<file path="src/rtl/afg_pkg.sv">
// Shared widths, state encoding and mode constants for the function-generator
// address path.
package afg_pkg;

    localparam int AFG_ACC_W   = 32;
    localparam int AFG_ADDR_W  = 14;
    localparam int AFG_BURST_W = 16;

    typedef enum logic {
        ST_IDLE = 1'b0,
        ST_RUN  = 1'b1
    } state_t;

    localparam logic MODE_CONT  = 1'b0;
    localparam logic MODE_BURST = 1'b1;

endpackage

</file>
<file path="src/rtl/phase_acc.sv">
// Phase accumulator: registered sum with synchronous clear/enable.
// Exposes the top bits of the next sum and its carry so the owner can act on the same edge.
module phase_acc
    import afg_pkg::*;
#(
    parameter int ACC_W  = AFG_ACC_W,
    parameter int ADDR_W = AFG_ADDR_W
) (
    input  logic              clk,
    input  logic              rst,
    input  logic              clr,
    input  logic              en,
    input  logic [ACC_W-1:0]  ftw,
    output logic [ADDR_W-1:0] phase_next,
    output logic              carry
);

    logic [ACC_W-1:0] acc;
    logic [ACC_W-1:0] acc_next;

    assign {carry, acc_next} = {1'b0, acc} + {1'b0, ftw};
    assign phase_next        = acc_next[ACC_W-1 -: ADDR_W];

    // Clear dominates enable so a restart or stop lands on zero regardless.
    always_ff @(posedge clk or posedge rst) begin
        if (rst) begin
            acc <= '0;
        end else if (clr) begin
            acc <= '0;
        end else if (en) begin
            acc <= acc_next;
        end
    end

endmodule

</file>
<file path="src/rtl/addr_gen.sv">
// DDS waveform-RAM address generator: playback FSM, shadow/active config,
// burst cycle counter and post-truncation phase offset.
module addr_gen
    import afg_pkg::*;
#(
    parameter int ACC_W   = AFG_ACC_W,
    parameter int ADDR_W  = AFG_ADDR_W,
    parameter int BURST_W = AFG_BURST_W
) (
    input  logic               Clock,
    input  logic               Reset,
    input  logic               START,
    input  logic               STOP,
    input  logic               CFG_LOAD,
    input  logic               MODE,
    input  logic [ACC_W-1:0]   FTW,
    input  logic [ADDR_W-1:0]  PHASE_OFS,
    input  logic [BURST_W-1:0] BURST_CNT,
    output logic [ADDR_W-1:0]  ADDR_OUT,
    output logic               ADDR_VALID,
    output logic               WRAP,
    output logic               BUSY,
    output logic               DONE,
    output state_t             state_dbg
);

    state_t state_q, state_n;

    logic               sh_mode, act_mode, act_mode_n;
    logic [ACC_W-1:0]   sh_ftw, act_ftw, act_ftw_n;
    logic [ADDR_W-1:0]  sh_ofs, act_ofs, act_ofs_n;
    logic [BURST_W-1:0] sh_cnt, act_cnt, act_cnt_n;
    logic               pend_q, pend_n;
    logic [BURST_W-1:0] wcnt_q, wcnt_n, wcnt_inc, burst_len;

    logic [ADDR_W-1:0]  addr_n;
    logic               valid_n, wrap_n, done_n, busy_n;
    logic               acc_clr, acc_en, carry;
    logic [ADDR_W-1:0]  phase_next;
    logic               start_go;

    assign start_go  = START && !STOP;
    assign wcnt_inc  = wcnt_q + BURST_W'(1);
    assign burst_len = (act_cnt == '0) ? BURST_W'(1) : act_cnt;
    assign state_dbg = state_q;

    phase_acc #(.ACC_W(ACC_W), .ADDR_W(ADDR_W)) u_acc (
        .clk        (Clock),
        .rst        (Reset),
        .clr        (acc_clr),
        .en         (acc_en),
        .ftw        (act_ftw),
        .phase_next (phase_next),
        .carry      (carry)
    );

    // ADDR_VALID is a valid-only stream: no backpressure, one new sample
    // every cycle it is high; consumers must take it on that cycle.
    always_comb begin
        state_n    = state_q;
        acc_clr    = 1'b0;
        acc_en     = 1'b0;
        act_mode_n = act_mode;
        act_ftw_n  = act_ftw;
        act_ofs_n  = act_ofs;
        act_cnt_n  = act_cnt;
        pend_n     = pend_q;
        wcnt_n     = wcnt_q;
        addr_n     = ADDR_OUT;
        valid_n    = 1'b0;
        wrap_n     = 1'b0;
        done_n     = 1'b0;
        busy_n     = 1'b0;

        if (start_go) begin
            // A same-cycle CFG_LOAD is forwarded straight into the active set.
            state_n    = ST_RUN;
            acc_clr    = 1'b1;
            act_mode_n = CFG_LOAD ? MODE      : sh_mode;
            act_ftw_n  = CFG_LOAD ? FTW       : sh_ftw;
            act_ofs_n  = CFG_LOAD ? PHASE_OFS : sh_ofs;
            act_cnt_n  = CFG_LOAD ? BURST_CNT : sh_cnt;
            pend_n     = 1'b0;
            wcnt_n     = '0;
            addr_n     = act_ofs_n;
            valid_n    = 1'b1;
            busy_n     = 1'b1;
        end else if (state_q == ST_RUN) begin
            if (STOP) begin
                state_n = ST_IDLE;
                acc_clr = 1'b1;
                pend_n  = 1'b0;
            end else begin
                acc_en  = 1'b1;
                valid_n = 1'b1;
                busy_n  = 1'b1;
                wrap_n  = carry;
                addr_n  = phase_next + act_ofs;
                if (CFG_LOAD) begin
                    pend_n = 1'b1;
                end
                if (carry) begin
                    // Pending config takes effect only at a waveform-cycle boundary.
                    if (pend_q) begin
                        act_mode_n = sh_mode;
                        act_ftw_n  = sh_ftw;
                        act_ofs_n  = sh_ofs;
                        act_cnt_n  = sh_cnt;
                        pend_n     = CFG_LOAD;
                    end
                    if (act_mode == MODE_BURST) begin
                        wcnt_n = wcnt_inc;
                        if (wcnt_inc == burst_len) begin
                            state_n = ST_IDLE;
                            acc_clr = 1'b1;
                            valid_n = 1'b0;
                            busy_n  = 1'b0;
                            done_n  = 1'b1;
                            pend_n  = 1'b0;
                        end
                    end
                end
            end
        end
    end

    always_ff @(posedge Clock or posedge Reset) begin
        if (Reset) begin
            state_q <= ST_IDLE;
        end else begin
            state_q <= state_n;
        end
    end

    always_ff @(posedge Clock or posedge Reset) begin
        if (Reset) begin
            sh_mode    <= MODE_CONT;
            sh_ftw     <= '0;
            sh_ofs     <= '0;
            sh_cnt     <= '0;
            act_mode   <= MODE_CONT;
            act_ftw    <= '0;
            act_ofs    <= '0;
            act_cnt    <= '0;
            pend_q     <= 1'b0;
            wcnt_q     <= '0;
            ADDR_OUT   <= '0;
            ADDR_VALID <= 1'b0;
            WRAP       <= 1'b0;
            BUSY       <= 1'b0;
            DONE       <= 1'b0;
        end else begin
            if (CFG_LOAD) begin
                sh_mode <= MODE;
                sh_ftw  <= FTW;
                sh_ofs  <= PHASE_OFS;
                sh_cnt  <= BURST_CNT;
            end
            act_mode   <= act_mode_n;
            act_ftw    <= act_ftw_n;
            act_ofs    <= act_ofs_n;
            act_cnt    <= act_cnt_n;
            pend_q     <= pend_n;
            wcnt_q     <= wcnt_n;
            ADDR_OUT   <= addr_n;
            ADDR_VALID <= valid_n;
            WRAP       <= wrap_n;
            BUSY       <= busy_n;
            DONE       <= done_n;
        end
    end

endmodule

</file>
<file path="config.mk">
export PLATFORM = sky130hd
export DESIGN_NAME = addr_gen
export DESIGN_NICKNAME = d
export VERILOG_FILES = /design/src/rtl/afg_pkg.sv /design/src/rtl/phase_acc.sv /design/src/rtl/addr_gen.sv
export SDC_FILE = /design/constraint.sdc
export NUM_CORES = 1
export LEC_CHECK = 0
export ABC_AREA = 1
export CAP_MARGIN = 25
export CELL_PAD_IN_SITES_DETAIL_PLACEMENT = 1
export CELL_PAD_IN_SITES_GLOBAL_PLACEMENT = 2
export CORE_MARGIN = 2
export CORE_UTILIZATION = 37
export CTS_CLUSTER_DIAMETER = 100
export DETAILED_ROUTE_END_ITERATION = 12
export PLACE_DENSITY = 0.84
export SETUP_SLACK_MARGIN = 0.3
export SLEW_MARGIN = 10
export SYNTH_ARGS = -nofsm -noshare
export SYNTH_HDL_FRONTEND = slang
export SYNTH_SLANG_ARGS = --single-unit
export TNS_END_PERCENT = 5
</file>
<file path="constraint.sdc">
create_clock -name Clock -period 9.81 [get_ports Clock]
set_input_delay 1.4715 -clock Clock [delete_from_list [all_inputs] [get_ports Clock]]
set_output_delay 1.4715 -clock Clock [all_outputs]
set_load 0.1 [all_outputs]
</file>
==> impl_metrics.csv <==
group,metric,value,unit
status,status,"complete, no violations",
clock_tree,cts.path.max_buffers,2,
global_routing,grt_pass1_vias,10500,
worst_setup_path,critPathKind,"flop to flop",
sta,period_share,0.437,
clock_tree,cts_tree,"yes",
sta,post-route-min-period,4280,ps
logic_synthesis,ys.flop_type,"dfrtp_1",
layout,antennaDiodeCount,0,
place,place_hpwl,24.9,mm
clock_tree,cts_root_buf,"clkbuf_16",
clock_tree,clk_pin_slew,90,ps
sta,fin_skew,17.7,ps
sta,setup_tns,0,ps
logic_synthesis,synth_cell_types,41,
clock_tree,ctsHoldBuffers,0,
route,wire_per_inst,16.9,um
floorplan,fp.dieH,179,um
sta,maxSlewViolCount,0,
logic_synthesis,synth_seq_cells,192,
sta,setup_viol,0,
logic_synthesis,synth_edf_count,0,
clock_tree,post_cts_resized,0,
route,drt_pass1_iterations,5,
layout,fin_nets,1716,
worst_setup_path,r2r_setup_slack,5530,ps
layout,layout-drive-gt1-share,0.0459,
route,vias,10200,
logic_synthesis,synthArstFlopShare,1.00,
power_and_ir_drop,irDropWorstVdd,0.233,mV
layout,multi_input_comb_area,5500,um2
route,drt_iter0_drc,528,
logic_synthesis,synth.avg_cell_area,7.35,um2
sta,hold_viol_final,0,
worst_setup_path,path_max_fanout,5,
worst_setup_path,crit_path_end_kind,"flop",
worst_hold_path,min-delay-start,"u_acc.acc[0]",
place,post-place-ws,4990,ps
worst_hold_path,min_path_type,"flop to flop",
power_and_ir_drop,power.total,3.10,mW
layout,area_growth,16.0,%
worst_setup_path,cp.required,10150,ps
sta,rsz0062_at_grt,"false",
floorplan,row_count,63,
worst_setup_path,crit_start,"act_ftw[17]",
logic_synthesis,ys_warn_count,0,
route,drc,0,
logic_synthesis,syn_inst,1536,
logic_synthesis,mappedNetlistArea,11300,um2
floorplan,ios,87,
layout,seq_area,4800,um2
job,maxCapViolCount,0,
floorplan,coreArea,29800,um2
layout,nFillCells,3752,
route,wl,33.8,mm
place,place_congestion,0.867,
clock_tree,cts_buffers,17,
global_routing,grt_max_degree,84,
worst_setup_path,r2r-start,"act_ftw[17]",
global_routing,grt_use_total,0.224,
clock_tree,htree_levels,4,
worst_setup_path,arrival,4620,ps
sta,worst_pin_slew,986,ps
sta,setup_slack,5530,ps
logic_synthesis,syn-num-nets,1654,
place,port_buffers,86,
clock_tree,post_cts_buffers,0,
power_and_ir_drop,powerDensity,237,nW/um2
route,drtAntennaViolNets,0,
global_routing,grt_pass1_wl,55.5,mm
sta,slew_headroom,0.341,
layout,final_core_util,0.439,
logic_synthesis,seq_area_frac_synth,0.426,
route,vias_per_cell,5.11,
sta,max_freq,233,MHz
floorplan,die-area,31900,um2
worst_setup_path,crit_path_start_kind,"flop",
floorplan,initial_core_util,0.379,
global_routing,grt_overflow,0,
global_routing,antenna_found_initial,0,
clock_tree,numClockSinks,192,
clock_tree,clkLatencyLatePin,460,ps
floorplan,die_x,179,um
power_and_ir_drop,leakage,6.28,nW
registers in the layout (all words and copies together) (netlist names):
register and cells:
act_ofs 14, BUSY 1, sh_mode 1, pend_q 1, act_mode 1, act_cnt 16, wcnt_q 16, u_acc.acc 32
act_ftw 32, WRAP 1, DONE 1, sh_cnt 16, ADDR_OUT 14, sh_ofs 14, sh_ftw 32
cell type report:
class / instances / share of cell area
Tap cell: 390 / 0.0373
Inverter: 193 / 0.0559
Clock buffer: 17 / 0.0325
Timing Repair Buffer: 96 / 0.0729
Sequential cell: 192 / 0.367
Multi-Input combinational cell: 1098 / 0.421
Clock inverter: 15 / 0.0135
cells in the mapped netlist (16+ instances only):
cell type | instances | area (um2)
inv_1 | 190 | 713
a21oi_1 | 104 | 521
o21ai_0 | 186 | 931
ha_1 | 48 | 601
clkbuf_1 | 34 | 128
xnor2_1 | 16 | 140
nor2_1 | 128 | 480
dfrtp_1 | 192 | 4800
o21ai_1 | 20 | 100
nand2_1 | 414 | 1550
nand3_1 | 89 | 445
cells by family (layout without fill, tap and decap cells):
family,count (synthesis),after routing,synth area share
XOR/XNOR,28,28,0.0217
buffers and inverters,246,321,0.0868
adder cells (fa/ha/maj),50,50,0.0568
AO/OA/AOI/OAI,350,350,0.166
flip-flops,192,192,0.426
AND/OR/NAND/NOR,670,670,0.242
stage by stage:
| step | hold WS [ps] | area, um2 | cells |
|---|---|---|---|
| after floorplan | 453 | 11300 | 1536 |
| after global placement | 471 | 12500 | 1968 |
| after detailed placement | 474 | 12500 | 1968 |
| after CTS | 496 | 13100 | 2000 |
| after global routing | 516 | 13100 | 2001 |
| final | 492 | 13100 | 2001 |
critical path, cell delays in order, from the launching register on:
cell     delay (ps)
dfrtp_1         440
ha_1            400
nand2_1         140
nor4_1          680
nand3_1         250
nand3_1         200
xor2_1          420
ha_1            220
nand2_1          70
o21ai_0         310
inv_1           120
o21a_1          200
o21ai_0         320
nand2_1         140
nand2_1          80
nand2_1          40
nand3_1          70
nand3_1          70
report_power, final:
part | switching, mW | internal, mW | leakage (nW)
logic | 0.928 | 0.428 | 3.59
clock network | 0.354 | 0.384 | 0.286
registers | 0.0895 | 0.919 | 2.41
total | 1.37 | 1.73 | 6.28
cell usage in the layout, fill, tap and decap left out, drive strengths merged, types with 4 or more instances in the layout:
cell type      netlist  final
a21o                 4      4
a21oi              106    106
and2                 4      4
buf                 18     11
clkbuf              35     17
clkdlybuf4s50        0     85
clkinv               0      4
dfrtp              192    192
ha                  48     48
inv                193    199
nand2              415    415
nand3               90     90
nand4               10     10
nor2               134    134
nor3                10     10
o211ai               8      8
o21ai              219    219
xnor2               16     16
xor2                12     12
path summary, 6_finish.rpt:
kind,endpoint,cells after the start
max,ADDR_OUT[11],17
min,u_acc.acc[0],2
max reg2reg,ADDR_OUT[11],17
min reg2reg,u_acc.acc[0],2
max in group asynchronous,sh_ftw[7],4
min in group asynchronous,sh_ofs[5],2
metal layers:
| layer | vias up | track usage | part of all wire |
|---|---|---|---|
| met5 | - | 0 | 0 |
| met4 | 0 | 0.0586 | 0.013 |
| met3 | 27 | 0.0294 | 0.028 |
| met2 | 129 | 0.363 | 0.46 |
| met1 | 4976 | 0.314 | 0.50 |
| li1 | 5091 | - | - |
Power figures use the tool's default switching activity.
